--- config.mk ---
export PLATFORM = sky130hd
export DESIGN_NAME = pipe_link_channel
export DESIGN_NICKNAME = d
export VERILOG_FILES = /design/src/rtl/pipe_link_channel.sv
export SDC_FILE = /design/constraint.sdc
export NUM_CORES = 2
export LEC_CHECK = 0
export CORE_AREA = 2 2 452 454
export CTS_BUF_LIST = sky130_fd_sc_hd__clkbuf_4
export CTS_CLUSTER_DIAMETER = 30
export CTS_CLUSTER_SIZE = 20
export DETAILED_ROUTE_END_ITERATION = 16
export DIE_AREA = 0 0 454 456
export GPL_TIMING_DRIVEN = 1
export PLACE_DENSITY_LB_ADDON = 0.3
export SLEW_MARGIN = 30
export SYNTH_ARGS = -nofsm -noshare
export SYNTH_HDL_FRONTEND = slang
export SYNTH_SLANG_ARGS = --single-unit
--- constraint.sdc ---
create_clock -name clk -period 2.5 [get_ports clk]
set_input_delay 0.375 -clock clk [delete_from_list [all_inputs] [get_ports clk]]
set_output_delay 0.375 -clock clk [all_outputs]
set_load 0.005 [all_outputs]
--- src/rtl/pipe_link_channel.sv ---
// PIPE-level link model between two endpoints: two independent fixed-latency pipelines,
// a training interval before the link comes up, and on-demand single-bit corruption.
module pipe_link_channel #(
  parameter int PIPE_DATA_WIDTH = 256,
  parameter int LATENCY         = 4,
  parameter int TRAIN_CYCLES    = 64
) (
  input  logic                               clk,
  input  logic                               rst,
  input  logic [PIPE_DATA_WIDTH-1:0]         a_txdata_i,
  input  logic                               a_txvalid_i,
  output logic [PIPE_DATA_WIDTH-1:0]         b_rxdata_o,
  output logic                               b_rxvalid_o,
  input  logic [PIPE_DATA_WIDTH-1:0]         b_txdata_i,
  input  logic                               b_txvalid_i,
  output logic [PIPE_DATA_WIDTH-1:0]         a_rxdata_o,
  output logic                               a_rxvalid_o,
  input  logic                               err_inj_i,
  input  logic                               err_dir_i,
  input  logic [$clog2(PIPE_DATA_WIDTH)-1:0] err_bit_i,
  output logic                               link_up_o,
  output logic [31:0]                        ab_fwd_cnt_o,
  output logic [31:0]                        ba_fwd_cnt_o,
  output logic [15:0]                        ab_drop_cnt_o,
  output logic [15:0]                        ba_drop_cnt_o,
  output logic [15:0]                        ab_err_cnt_o,
  output logic [15:0]                        ba_err_cnt_o
);
  localparam int IDX_W = $clog2(PIPE_DATA_WIDTH);

  typedef enum logic [0:0] {ST_TRAIN = 1'b0, ST_UP = 1'b1} link_state_e;

  function automatic logic [PIPE_DATA_WIDTH-1:0] flip_mask(input logic en, input logic [IDX_W-1:0] idx);
    logic [PIPE_DATA_WIDTH-1:0] one;
    one = {{(PIPE_DATA_WIDTH-1){1'b0}}, 1'b1};
    return en ? (one << idx) : {PIPE_DATA_WIDTH{1'b0}};
  endfunction

  function automatic logic [31:0] sat_inc32(input logic [31:0] v);
    return (v == 32'hFFFF_FFFF) ? v : v + 32'd1;
  endfunction

  function automatic logic [15:0] sat_inc16(input logic [15:0] v);
    return (v == 16'hFFFF) ? v : v + 16'd1;
  endfunction

  link_state_e state_q, state_d;
  logic [9:0]  train_cnt_q, train_cnt_d;
  logic        link_up_q, link_up_d;

  // Index 0 is the A->B direction, index 1 is B->A.
  logic [PIPE_DATA_WIDTH-1:0] tx_data_s [2];
  logic                       tx_valid_s [2];
  logic                       admit_s [2];
  logic                       arm_s [2];
  logic [IDX_W-1:0]           idx_s [2];
  logic                       armed_q [2], armed_d [2];
  logic [IDX_W-1:0]           idx_q [2], idx_d [2];
  logic [31:0]                fwd_cnt_q [2], fwd_cnt_d [2];
  logic [15:0]                drop_cnt_q [2], drop_cnt_d [2];
  logic [15:0]                err_cnt_q [2], err_cnt_d [2];
  logic [PIPE_DATA_WIDTH-1:0] pipe_data_q [2][LATENCY], pipe_data_d [2][LATENCY];
  logic                       pipe_valid_q [2][LATENCY], pipe_valid_d [2][LATENCY];

  assign tx_data_s[0]  = a_txdata_i;
  assign tx_data_s[1]  = b_txdata_i;
  assign tx_valid_s[0] = a_txvalid_i;
  assign tx_valid_s[1] = b_txvalid_i;

  // Training FSM: UP is entered on the edge where the counter sits at TRAIN_CYCLES-1.
  always_comb begin
    state_d     = state_q;
    train_cnt_d = train_cnt_q;
    case (state_q)
      ST_TRAIN: begin
        if (train_cnt_q == 10'(TRAIN_CYCLES - 1)) begin
          state_d = ST_UP;
        end else begin
          train_cnt_d = train_cnt_q + 10'd1;
        end
      end
      ST_UP:   state_d = ST_UP;
      default: state_d = ST_TRAIN;
    endcase
    link_up_d = (state_d == ST_UP);
  end

  // Per-direction admission, bit-flip arming and pipeline advance.
  always_comb begin
    for (int d = 0; d < 2; d++) begin
      admit_s[d]    = tx_valid_s[d] & link_up_q;
      // A pulse only arms an idle direction; an armed one keeps its earlier index.
      arm_s[d]      = armed_q[d] | (err_inj_i & (err_dir_i == 1'(d)));
      idx_s[d]      = armed_q[d] ? idx_q[d] : err_bit_i;
      armed_d[d]    = arm_s[d];
      idx_d[d]      = idx_s[d];
      fwd_cnt_d[d]  = fwd_cnt_q[d];
      drop_cnt_d[d] = drop_cnt_q[d];
      err_cnt_d[d]  = err_cnt_q[d];
      pipe_valid_d[d][0] = admit_s[d];
      pipe_data_d[d][0]  = {PIPE_DATA_WIDTH{1'b0}};
      if (admit_s[d]) begin
        pipe_data_d[d][0] = tx_data_s[d] ^ flip_mask(arm_s[d], idx_s[d]);
        fwd_cnt_d[d]      = sat_inc32(fwd_cnt_q[d]);
        if (arm_s[d]) begin
          armed_d[d]   = 1'b0;
          err_cnt_d[d] = sat_inc16(err_cnt_q[d]);
        end else begin
          err_cnt_d[d] = err_cnt_q[d];
        end
      end else if (tx_valid_s[d]) begin
        drop_cnt_d[d] = sat_inc16(drop_cnt_q[d]);
      end else begin
        drop_cnt_d[d] = drop_cnt_q[d];
      end
      for (int s = 1; s < LATENCY; s++) begin
        pipe_valid_d[d][s] = pipe_valid_q[d][s-1];
        pipe_data_d[d][s]  = pipe_data_q[d][s-1];
      end
    end
  end

  // State register; reset flushes both pipelines and clears arming and counters.
  always_ff @(posedge clk) begin
    if (rst) begin
      state_q     <= ST_TRAIN;
      train_cnt_q <= 10'd0;
      link_up_q   <= 1'b0;
      for (int d = 0; d < 2; d++) begin
        armed_q[d]    <= 1'b0;
        idx_q[d]      <= {IDX_W{1'b0}};
        fwd_cnt_q[d]  <= 32'd0;
        drop_cnt_q[d] <= 16'd0;
        err_cnt_q[d]  <= 16'd0;
        for (int s = 0; s < LATENCY; s++) begin
          pipe_valid_q[d][s] <= 1'b0;
          pipe_data_q[d][s]  <= {PIPE_DATA_WIDTH{1'b0}};
        end
      end
    end else begin
      state_q     <= state_d;
      train_cnt_q <= train_cnt_d;
      link_up_q   <= link_up_d;
      for (int d = 0; d < 2; d++) begin
        armed_q[d]    <= armed_d[d];
        idx_q[d]      <= idx_d[d];
        fwd_cnt_q[d]  <= fwd_cnt_d[d];
        drop_cnt_q[d] <= drop_cnt_d[d];
        err_cnt_q[d]  <= err_cnt_d[d];
        for (int s = 0; s < LATENCY; s++) begin
          pipe_valid_q[d][s] <= pipe_valid_d[d][s];
          pipe_data_q[d][s]  <= pipe_data_d[d][s];
        end
      end
    end
  end

  assign link_up_o     = link_up_q;
  assign b_rxvalid_o   = pipe_valid_q[0][LATENCY-1];
  assign b_rxdata_o    = pipe_data_q[0][LATENCY-1];
  assign a_rxvalid_o   = pipe_valid_q[1][LATENCY-1];
  assign a_rxdata_o    = pipe_data_q[1][LATENCY-1];
  assign ab_fwd_cnt_o  = fwd_cnt_q[0];
  assign ba_fwd_cnt_o  = fwd_cnt_q[1];
  assign ab_drop_cnt_o = drop_cnt_q[0];
  assign ba_drop_cnt_o = drop_cnt_q[1];
  assign ab_err_cnt_o  = err_cnt_q[0];
  assign ba_err_cnt_o  = err_cnt_q[1];

endmodule

==> results.cfg <==
[power_and_ir_drop]
cellPowerDensity_nw_per_um2 = 701.2
ir_drop_mv = 0.4389
seq_power_share_pct = 49.9
switching_share_pct = 24.98
intPower_mw = 52.90
pwr-share-comb_pct = 6.3
p_leak_nw = 39.53
switchingPower_mw = 17.62
clkPwrFrac_pct = 43.7

[sta]
setup_viol = 0
min_period_ns = 2.420
relSlewSlack_pct = 42.02
period_share_pct = 96.79
max_freq_ghz = 0.4133
skew_ns = 0.1975
report.final.slew_viol_count = 0
worstMarginPinSlew_ns = 0.8697
hold_ws_ns = 0.1626
finalHoldViolCount = 0

[logic_synthesis]
async_flop_share_pct = 0
synth.top_cell.area_share_pct = 63.29
yosysUniqueCellTypes = 70
yosys_register_bits = 2213
synth.largest_area_cell = dfxtp_1
syn_inst = 6557
synth_edf_count = 0
synthTopCellsByArea = dfxtp_1, nor2b_1, xor2_1
synth_top_flop_cell = dfxtp_1
synth.avg_cell_area_um2 = 10.68
synthesis.area_um2 = 70000
ys_warn_count = 0
ys_seq_area_share_pct = 63.29
synth_nets = 7090

[critical_path]
worst-path-max-fanout = 23
rrSetupSlack_ns = 0.08
r2r_start = armed_q[0][1]
required_ns = 3.74
worstSetupPathType = flop to flop
endpoint_kind = flop
worstRegToRegCells = 7
arrival_ns = 3.66
cp-start-kind = flop
crit_start = armed_q[0][1]
cp-endpoint = pipe_data_q[1][905]
r2r_end = pipe_data_q[1][905]

[floorplan]
fp.dieH_um = 456
fp.coreArea_um2 = 201700
rows = 165
die_w_um = 454
die-area_um2 = 207000
initial_core_util_pct = 34.71
io_pins = 1169

[place]
hpwlAfterDp_um = 190700
portBuffers = 1168
globalplace.congestion = 0.9176
place_area_um2 = 87620

[global_route]
first_global_vias = 54480
globalRouteTotalUtil_pct = 24.37
grt_max_degree = 175
grt_pass1_wl_um = 368800
antenna_found_initial = 102
gr-total-overflow = 0

[route]
routed_wl_um = 262000
via_count = 55060
drc = 0
wire_per_inst_um = 21.92
viasPerCell = 4.606
first_pass_iters = 8
drtIter0Drc = 3799
ant_nets = 0

[clock_network]
numCtsBuffers = 428
insertion_delay_ns = 1.45
cts_tree = yes
cts-htree-levels = 5
cts_num_sinks = 2213
clk_path_buf_depth = 4
cts-root-buf = clkbuf_4
clk_pin_slew_ns = 0.08

[layout]
drive_gt1_share_pct = 21.88
fillers = 18160
area_delta_synth_final_pct = 43.65
fin_nets = 9402
final_util_pct = 49.86
final_area_um2 = 100600

[min_path]
hold_path_startpoint = rst
min_path_type = input pin to flop

[outcome]
status = complete, no violations

[flow_run]
cap_viol_max_count = 0
## timing repair
action                                  in CTS  in global routing
hold endpoints to repair                  2212                  0
endpoints found under the setup margin     642                  9
gates resized for setup                   2633                  5
buffers inserted                            79                  1
hold buffers                               692                  0
## cell usage in the layout (no fill, tap or decap), types with 78 or more instances in the layout
cell type and instances:
xor2_1 350, or3_1 211, nand4_1 117, dfxtp_4 83
buf_12 113, nor2b_1 1550, o21ai_0 206, clkdlybuf4s15_1 78
buf_2 402, dfxtp_2 148, nor2_1 451, nand2_1 197
clkbuf_4 474, nand3_1 173, dlygate4sd3_1 691, dfxtp_1 1982
clkdlybuf4s50_1 524, buf_4 358, a21oi_1 245
## stage by stage
stage | TNS, ns | power [mW] | instances | setup WS [ns]
2_1_floorplan | 0 | 37.29 | 6557 | 0.2882
5_1_grt | -1.160 | 73.08 | 11940 | -0.03464
4_1_cts | -0.06178 | 71.10 | 11880 | -0.03987
3_5_place_dp | -44.46 | 39.48 | 10340 | -0.3137
6_report | 0 | 70.52 | 11960 | 0.08016
3_3_place_gp | -37.30 | 39.45 | 10340 | -0.2782
## Yosys cell counts (5+ instances only)
master     count
and3_1        17
nand2b_1       8
nand2_1      198
a22oi_1        6
a222oi_1       7
a21oi_1      256
nor3b_1        8
xnor2_1       65
dfxtp_1     2213
mux2i_1       18
nor3_1        17
a211oi_2      11
o21ai_0      206
nand4_1      117
buf_2         28
inv_1         19
xor2_1       350
o221ai_2      19
buf_6          5
ha_1           7
clkbuf_1     375
mux2_2        11
nor4_1        19
or3_1        211
a2111oi_0     14
nand3b_1      12
o211ai_1      19
nor2b_1     1550
nand3_1      174
nor2_1       453
o31ai_1       13
a221oi_2      12
or3b_1         8
a211oi_1      23
and4_1        12
or4_1         18
## power by group through the flow
| stage | combinational [mW] | clock, mW | sequential [mW] |
|---|---|---|---|
| global placement | 3.33 | 0 | 36.1 |
| CTS | 4.42 | 31.5 | 35.2 |
| floorplan | 1.19 | 0 | 36.1 |
| global route | 4.67 | 33.2 | 35.2 |
| finish | 4.47 | 30.8 | 35.2 |
| detailed placement | 3.36 | 0 | 36.1 |
## area by class of cell
| class | instances | area [µm²] | share of cell area, % |
|---|---|---|---|
| diodes | 77 | 192.7 | 0.1916 |
| clock inverters | 293 | 3218 | 3.200 |
| multi-input cells | 3912 | 24150 | 24.01 |
| clock buffers | 474 | 3558 | 3.539 |
| well taps | 2672 | 3343 | 3.325 |
| flip-flops and latches | 2213 | 44800 | 44.55 |
| repair buffers | 2294 | 21230 | 21.11 |
| inverters | 20 | 75.07 | 0.07465 |
## layer usage
metal | vias up | share of wire [%] | GRT usage [%]
met4 | 34 | 6.1 | 14.31
met1 | 26160 | 40 | 28.87
met3 | 577 | 6.9 | 6.419
met2 | 2006 | 47 | 39.53
li1 | 26290 | - | -
met5 | - | 0.074 | 0
## critical path, cell delays in order (launching register included)
cell	delay (ns)
dfxtp_2	0.51
buf_12	0.22
or3b_2	0.59
a222oi_1	0.40
buf_4	0.25
nand2_1	0.08
xor2_1	0.25
nor2_1	0.07
## worst min-delay path by stage
stage	end	slack, ns	cells past startpoint
after detailed placement	pipe_data_q[0][652]	0.42	1
after floorplan	pipe_data_q[0][0]	0.41	1
after CTS	idx_q[0][6]	0.0000004	4
after global routing	pipe_data_q[1][845]	0.02	4
after global placement	pipe_data_q[0][400]	0.42	1
final	idx_q[0][6]	0.16	4
## sequential cells by signal (all words and copies together) (netlist names)
register and count:
drop_cnt_q 32, pipe_data_q 2048, fwd_cnt_q 64, link_up_o 1, armed_q 2, pipe_valid_q 8
err_cnt_q 32, idx_q 16, train_cnt_q 10
## kinds of logic (layout without fill, tap and decap cells)
kind of cell | count (synthesis) | count (layout) | share of synthesized area, %
AOI/OAI and AO/OA | 607 | 607 | 5.364
other | 0 | 77 | 0
buffers and inverters | 432 | 3081 | 2.431
and+or+nand+nor | 2851 | 2851 | 23.11
DFF | 2213 | 2213 | 63.29
xor gates and xnor gates | 415 | 415 | 5.192
muxes | 32 | 32 | 0.4897
adders and majority gates | 7 | 7 | 0.1251
No activity file was read; power rests on OpenSTA's default activity.
